### config.mk
export PLATFORM = sky130hd
export DESIGN_NAME = sl_receiver
export DESIGN_NICKNAME = d
export VERILOG_FILES = /design/src/rtl/sl_receiver.sv
export SDC_FILE = /design/constraint.sdc
export NUM_CORES = 1
export LEC_CHECK = 0
export ABC_AREA = 1
export CORE_ASPECT_RATIO = 1.5
export CORE_MARGIN = 1
export CORE_UTILIZATION = 53
export DETAILED_ROUTE_END_ITERATION = 8
export PLACE_DENSITY = 0.74
export SLEW_MARGIN = 20
export SYNTH_ARGS = -nofsm -noshare
export SYNTH_HDL_FRONTEND = slang
export SYNTH_SLANG_ARGS = --single-unit
### constraint.sdc
create_clock -name clk -period 2.7 [get_ports clk]
set_input_delay 0.405 -clock clk [delete_from_list [all_inputs] [get_ports clk]]
set_output_delay 0.405 -clock clk [all_outputs]
set_load 0.005 [all_outputs]
### src/rtl/sl_receiver.sv
// Receive side of the two-wire SL link: synchronizes and glitch-filters SL0/SL1,
// decodes LSB-first words with odd parity, and reports data, valid and error flags.
module sl_receiver #(
  parameter int unsigned SYNC_STAGES = 2,
  parameter int unsigned TO_PHASES   = 4
) (
  input  logic        clk,
  input  logic        rst_n,
  input  logic        SL0,
  input  logic        SL1,
  input  logic [9:0]  wr_config_w,
  input  logic        wr_config_enable,
  output logic [9:0]  r_config_w,
  output logic [31:0] rx_data,
  output logic        rx_valid,
  input  logic        rx_ack,
  output logic        parity_err,
  output logic        frame_err,
  output logic        overrun,
  output logic        rx_busy
);

  typedef enum logic [2:0] {StIdle, StPulse, StGap, StStop, StResync} state_e;

  state_e state_q, state_d;
  logic [9:0]  cfg_q;
  logic [SYNC_STAGES-1:0] sync0_q, sync1_q;
  logic [1:0]  line, acc_q, acc_d, cand_q, cand_d;
  logic [4:0]  stab_q, stab_d;
  logic        new_q;
  logic [5:0]  bc_q, bc_d;
  logic [31:0] shift_q, shift_d;
  logic        par_q, par_d;
  logic [7:0]  to_q, to_d;
  logic        busy_q, busy_d;
  logic        err_ev, done;
  logic [31:0] rx_data_q;
  logic        valid_q, perr_q, ferr_q, ovr_q;

  logic [5:0]  bq, phase;
  logic [4:0]  filt;
  logic [8:0]  limit;
  logic [31:0] mask;
  logic        is_bit, bit_v, to_hit;

  always_comb begin
    if (cfg_q[5:0] == 6'd0)       bq = 6'd1;
    else if (cfg_q[5:0] > 6'd32)  bq = 6'd32;
    else                          bq = cfg_q[5:0];
    phase = (cfg_q[9:7] <= 3'd4) ? (6'd2 << cfg_q[9:7]) : 6'd2;
    filt  = phase[5:1];
    limit = 9'(TO_PHASES * 32'(phase));
    mask  = (bq >= 6'd32) ? 32'hffff_ffff : ((32'd1 << bq) - 32'd1);
  end

  assign line = {sync0_q[SYNC_STAGES-1], sync1_q[SYNC_STAGES-1]};

  // A symbol is accepted once the synchronized pair holds the same value for filt clocks.
  always_comb begin
    acc_d  = acc_q;
    cand_d = cand_q;
    stab_d = stab_q;
    if (line == acc_q) begin
      cand_d = acc_q;
      stab_d = '0;
    end else begin
      if (line == cand_q) begin
        stab_d = stab_q + 5'd1;
      end else begin
        cand_d = line;
        stab_d = 5'd1;
      end
      if (stab_d >= filt) acc_d = line;
    end
  end

  assign is_bit = (acc_q == 2'b10) || (acc_q == 2'b01);
  assign bit_v  = (acc_q == 2'b10);
  assign to_hit = ({1'b0, to_q} + 9'd1) >= limit;

  always_comb begin
    state_d = state_q;
    bc_d    = bc_q;
    shift_d = shift_q;
    par_d   = par_q;
    to_d    = to_q;
    busy_d  = busy_q;
    err_ev  = 1'b0;
    done    = 1'b0;
    unique case (state_q)
      StIdle: begin
        bc_d = '0;
        to_d = '0;
        if (new_q) begin
          if (is_bit) begin
            shift_d[0] = bit_v;
            bc_d       = 6'd1;
            par_d      = bit_v;
            busy_d     = 1'b1;
            state_d    = StPulse;
          end else if (acc_q == 2'b00) begin
            err_ev = 1'b1;
          end
        end
      end
      StPulse: begin
        if (new_q) begin
          if (acc_q == 2'b11) state_d = StGap;
          else                err_ev  = 1'b1;
        end
      end
      StGap: begin
        if (new_q) begin
          if (is_bit) begin
            if (bc_q < bq) begin
              shift_d[bc_q[4:0]] = bit_v;
              par_d   = par_q ^ bit_v;
              bc_d    = bc_q + 6'd1;
              state_d = StPulse;
            end else if (bc_q == bq) begin
              par_d   = par_q ^ bit_v;
              bc_d    = bc_q + 6'd1;
              state_d = StPulse;
            end else begin
              err_ev = 1'b1;
            end
          end else if ((acc_q == 2'b00) && (bc_q == bq + 6'd1)) begin
            state_d = StStop;
          end else begin
            err_ev = 1'b1;
          end
        end
      end
      StStop: begin
        if (new_q) begin
          if (acc_q == 2'b11) begin
            done    = 1'b1;
            busy_d  = 1'b0;
            state_d = StIdle;
          end else begin
            err_ev = 1'b1;
          end
        end
      end
      StResync: begin
        if (acc_q != 2'b11) begin
          to_d = '0;
        end else if (to_hit) begin
          to_d    = '0;
          busy_d  = 1'b0;
          state_d = StIdle;
        end else begin
          to_d = to_q + 8'd1;
        end
      end
      default: state_d = StIdle;
    endcase
    // Inactivity watchdog while inside a frame.
    if ((state_q == StPulse) || (state_q == StGap) || (state_q == StStop)) begin
      if (new_q)       to_d   = '0;
      else if (to_hit) err_ev = 1'b1;
      else             to_d   = to_q + 8'd1;
    end
    if (err_ev) begin
      state_d = StResync;
      to_d    = '0;
    end
  end

  always_ff @(posedge clk or negedge rst_n) begin
    if (!rst_n) begin
      sync0_q <= '1;
      sync1_q <= '1;
      acc_q   <= 2'b11;
      cand_q  <= 2'b11;
      stab_q  <= '0;
      new_q   <= 1'b0;
      state_q <= StIdle;
      bc_q    <= '0;
      shift_q <= '0;
      par_q   <= 1'b0;
      to_q    <= '0;
      busy_q  <= 1'b0;
      cfg_q   <= 10'b0100001000;
    end else begin
      sync0_q <= {sync0_q[SYNC_STAGES-2:0], SL0};
      sync1_q <= {sync1_q[SYNC_STAGES-2:0], SL1};
      acc_q   <= acc_d;
      cand_q  <= cand_d;
      stab_q  <= stab_d;
      new_q   <= (acc_d != acc_q);
      state_q <= state_d;
      bc_q    <= bc_d;
      shift_q <= shift_d;
      par_q   <= par_d;
      to_q    <= to_d;
      busy_q  <= busy_d;
      if ((state_q == StIdle) && wr_config_enable) cfg_q <= wr_config_w;
    end
  end

  // Completion outranks a simultaneous acknowledge.
  always_ff @(posedge clk or negedge rst_n) begin
    if (!rst_n) begin
      rx_data_q <= '0;
      valid_q   <= 1'b0;
      perr_q    <= 1'b0;
      ferr_q    <= 1'b0;
      ovr_q     <= 1'b0;
    end else begin
      if (done) begin
        rx_data_q <= shift_q & mask;
        valid_q   <= 1'b1;
        perr_q    <= ~par_q;
        ferr_q    <= 1'b0;
        if (valid_q && cfg_q[6]) ovr_q <= 1'b1;
      end else begin
        if (!cfg_q[6] || rx_ack) valid_q <= 1'b0;
        if (rx_ack) begin
          perr_q <= 1'b0;
          ovr_q  <= 1'b0;
        end
        if (err_ev)      ferr_q <= 1'b1;
        else if (rx_ack) ferr_q <= 1'b0;
      end
    end
  end

  assign r_config_w = cfg_q;
  assign rx_data    = rx_data_q;
  assign rx_valid   = valid_q;
  assign parity_err = perr_q;
  assign frame_err  = ferr_q;
  assign overrun    = ovr_q;
  assign rx_busy    = busy_q;

endmodule

==> results.json <==
{
  "status": "complete, but fails checks",
  "violations": "negative setup slack",
  "synth_common_cells": "nand2_1, nor2_1, dfrtp_1",
  "powerDensity_nw_per_um2": 1060,
  "power.switching_mw": 4.53,
  "yosysSeqAreaShare": 0.396,
  "vias": 6792,
  "ys_top_cells_by_area": "dfrtp_1, nand2_1, nor2_1",
  "end_kind": "flip-flop",
  "die_h_um": 143,
  "layout.area.seq_um2": 2790,
  "area_growth_pct": 26.3,
  "yosysWarnings": 0,
  "cts_root_buf": "clkbuf_16",
  "swShare": 0.482,
  "synth_top_cell_by_area": "dfrtp_1",
  "synth.avg_cell_area_um2": 7.23,
  "nFillCells": 1185,
  "place_area_um2": 8210,
  "async_reset_ff_frac": 1.00,
  "core_um2": 13000,
  "grt-ovfl-total": 0,
  "synth_cell_types": 44,
  "rsz0062_at_grt": "yes",
  "syn-instance-count": 973,
  "synth_flop_cell": "dfrtp_1",
  "fin_hold_ws_ns": 0.0122,
  "dp_cells": 1227,
  "fin_crit_sh": 1.03,
  "cp-start-kind": "flip-flop",
  "hold_buffers": 0,
  "timing.hold.worst.class": "in2async",
  "antenna_found_initial": 0,
  "drt-pass1-iter-count": 6,
  "grt_max_degree": 54,
  "setup_ws_ns": -0.0866,
  "worstPathArrival_ns": 3.04,
  "max_slew_margin": 0.502,
  "ir_worst_vdd_mv": 0.652,
  "dieWidth_um": 96.1,
  "slew_violations": 0,
  "grt_use_total": 0.328,
  "wire_per_inst_um": 16.8,
  "avgViaCountPerCell": 5.40,
  "final_cell_area_um2": 8890,
  "initial_core_util": 0.543,
  "n_antenna_cell": 0,
  "clk_path_buf_depth": 2,
  "multi_input_area_um2": 4040,
  "ant_nets": 0,
  "drt_iter0_markers": 333,
  "grt_pass1_vias": 6721,
  "leakage_nw": 4.51,
  "timing.final.setup_violations": 6,
  "path_class": "reg2reg",
  "critical_path_required_ns": 2.95,
  "drive_gt1_frac": 0.205,
  "clock-sinks": 111,
  "internal_power_mw": 4.87,
  "htree_levels": 3,
  "seq_power_share": 0.230,
  "instances_no_fill": 1257,
  "nNetsFinal": 1144,
  "numCtsBuffers": 9,
  "clockPowerShare": 0.144,
  "synth_edf_count": 0,
  "path_clk_slew_ns": 0.08,
  "portBuffers": 62,
  "io-pin-count": 63,
  "syn-num-nets": 1024,
  "routabilityCongestion": 1.03,
  "combPwrFrac": 0.626,
  "final_util": 0.687,
  "drv_cap": 0,
  "synth_seq_cells": 111,
  "dp_hpwl_um": 16300,
  "hold_viol_final": 0,
  "wl_um": 21100,
  "finalClockSkew_ns": 0.00902,
  "num_rows": 51,
  "clk_latency_ns": 0.36,
  "die_area_um2": 13800,
  "syn_area_um2": 7040,
  "max_freq_mhz": 359,
  "tightest_slew_ns": 0.747,
  "drc": 0,
  "cts_tree": "yes",
  "yosysTopAreaCellShare": 0.359,
  "synth_most_common_cell": "nand2_1",
  "crit_fanout": 4,
  "layout_min_cycle_time_ns": 2.79,
  "grt_pass1_wl_um": 33300
}
placed cells by master (no fill, tap or decap), types with 2 or more instances in the layout:
| master | n |
|---|---|
| nand2_1 | 249 |
| nor2_1 | 105 |
| dfrtp_1 | 100 |
| inv_1 | 83 |
| buf_4 | 66 |
| clkdlybuf4s50_1 | 61 |
| nand3_1 | 56 |
| a21oi_1 | 48 |
| o21ai_0 | 42 |
| nor2_2 | 36 |
| ha_1 | 30 |
| nand2_2 | 24 |
| nor3_1 | 19 |
| inv_2 | 18 |
| nand4_1 | 17 |
| xor2_1 | 15 |
| o21ai_1 | 15 |
| xnor2_1 | 10 |
| nor2_4 | 10 |
| dfstp_2 | 10 |
| nand3_2 | 9 |
| clkbuf_16 | 9 |
| nor3_2 | 7 |
| nand2_4 | 6 |
| nor4_1 | 4 |
| inv_8 | 4 |
| buf_6 | 4 |
| o21bai_1 | 3 |
| mux2_2 | 3 |
| ha_2 | 3 |
| inv_4 | 2 |
| a31oi_1 | 2 |
| o211ai_1 | 2 |
| nor3_4 | 2 |
| o31ai_1 | 2 |
| ha_4 | 2 |
power by group through the flow:
stage / combinational (mW) / sequential [mW] / clock [mW]
floorplan: 3.47 / 2.17 / 0
global placement: 5.19 / 2.18 / 0
detailed placement: 5.23 / 2.18 / 0
CTS: 5.33 / 2.16 / 1.38
global route: 6.50 / 2.19 / 1.43
finish: 5.88 / 2.16 / 1.35
metal layers:
| layer | vias up | GRT usage | routed length, um |
|---|---|---|---|
| li1 | 3382 | - | - |
| met2 | 168 | 0.588 | 11300 |
| met5 | - | 0 | 0 |
| met1 | 3151 | 0.332 | 7330 |
| met3 | 91 | 0.0431 | 548 |
| met4 | 0 | 0.255 | 1880 |
through the flow:
| step | setup WS [ns] | total power, mW | setup TNS, ns |
|---|---|---|---|
| floorplan | 0.00521 | 5.64 | 0 |
| global placement | -0.0455 | 7.37 | -0.0492 |
| detailed placement | -0.0565 | 7.42 | -0.249 |
| CTS | 0.00171 | 8.87 | 0 |
| global route | -0.263 | 10.1 | -4.71 |
| finish | -0.0866 | 9.39 | -0.165 |
cell type report:
cell class / instances / share of cell area
Sequential cell: 111 / 0.314
Clock inverter: 7 / 0.00844
Clock buffer: 9 / 0.0253
Timing Repair Buffer: 132 / 0.132
Tap cell: 159 / 0.0224
Multi-Input combinational cell: 735 / 0.454
Inverter: 104 / 0.0445
cell families (layout without fill, tap and decap cells):
family | Yosys count | count (layout) | share of synthesized area
compound gates | 120 | 120 | 0.0903
xor+xnor | 26 | 26 | 0.0324
fa+ha+maj | 35 | 35 | 0.0622
buf+inv | 128 | 252 | 0.0713
flops | 111 | 111 | 0.396
mux | 3 | 3 | 0.00480
simple gates | 550 | 551 | 0.343
worst max-delay path, cell delays in order, from the launching register on:
cell	delay [ns]
dfstp_2	0.54
nor3_2	0.04
nand2_1	0.09
nand2_1	0.08
nand2_2	0.12
inv_1	0.08
ha_2	0.21
buf_4	0.14
nand4_1	0.14
inv_2	0.07
nand2_2	0.12
nand2_1	0.13
nor2_1	0.21
nand2_1	0.12
nor2_4	0.17
buf_4	0.14
nand3_2	0.07
nand3_2	0.07
nand3_2	0.05
nand2_1	0.06
nand2_1	0.04
state kept, by name, summed over array words and instances, names as in the netlist, 2 cells and up:
register    count
rx_data        32
state_q         3
r_config_w     10
sync1_q         2
shift_q        32
to_q            8
sync0_q         2
bc_q            6
cand_q          2
acc_q           2
stab_q          5
worst paths after layout:
| path | start | cells past startpoint | to | slack [ns] |
|---|---|---|---|---|
| worst max-delay path | r_config_w[3] | 20 | rx_data[24] | -0.09 |
| worst min-delay path | rst_n | 1 | rx_data[20] | 0.01 |
| worst max register to register | r_config_w[3] | 20 | rx_data[24] | -0.09 |
| worst min register to register | sync0_q[0] | 0 | sync0_q[1] | 0.36 |
| max in group asynchronous | rst_n | 2 | cand_q[0] | 1.97 |
| min in group clk | sync0_q[0] | 0 | sync0_q[1] | 0.36 |
what timing repair did:
action / 4_1_cts / 5_1_grt
gates resized for setup: 9 / 82
pin swaps: 5 / 19
gates cloned: 0 / 1
endpoints found under the setup margin: 23 / 68
buffers inserted: 1 / 12
Note: power is estimated with default switching activity, not from simulation.
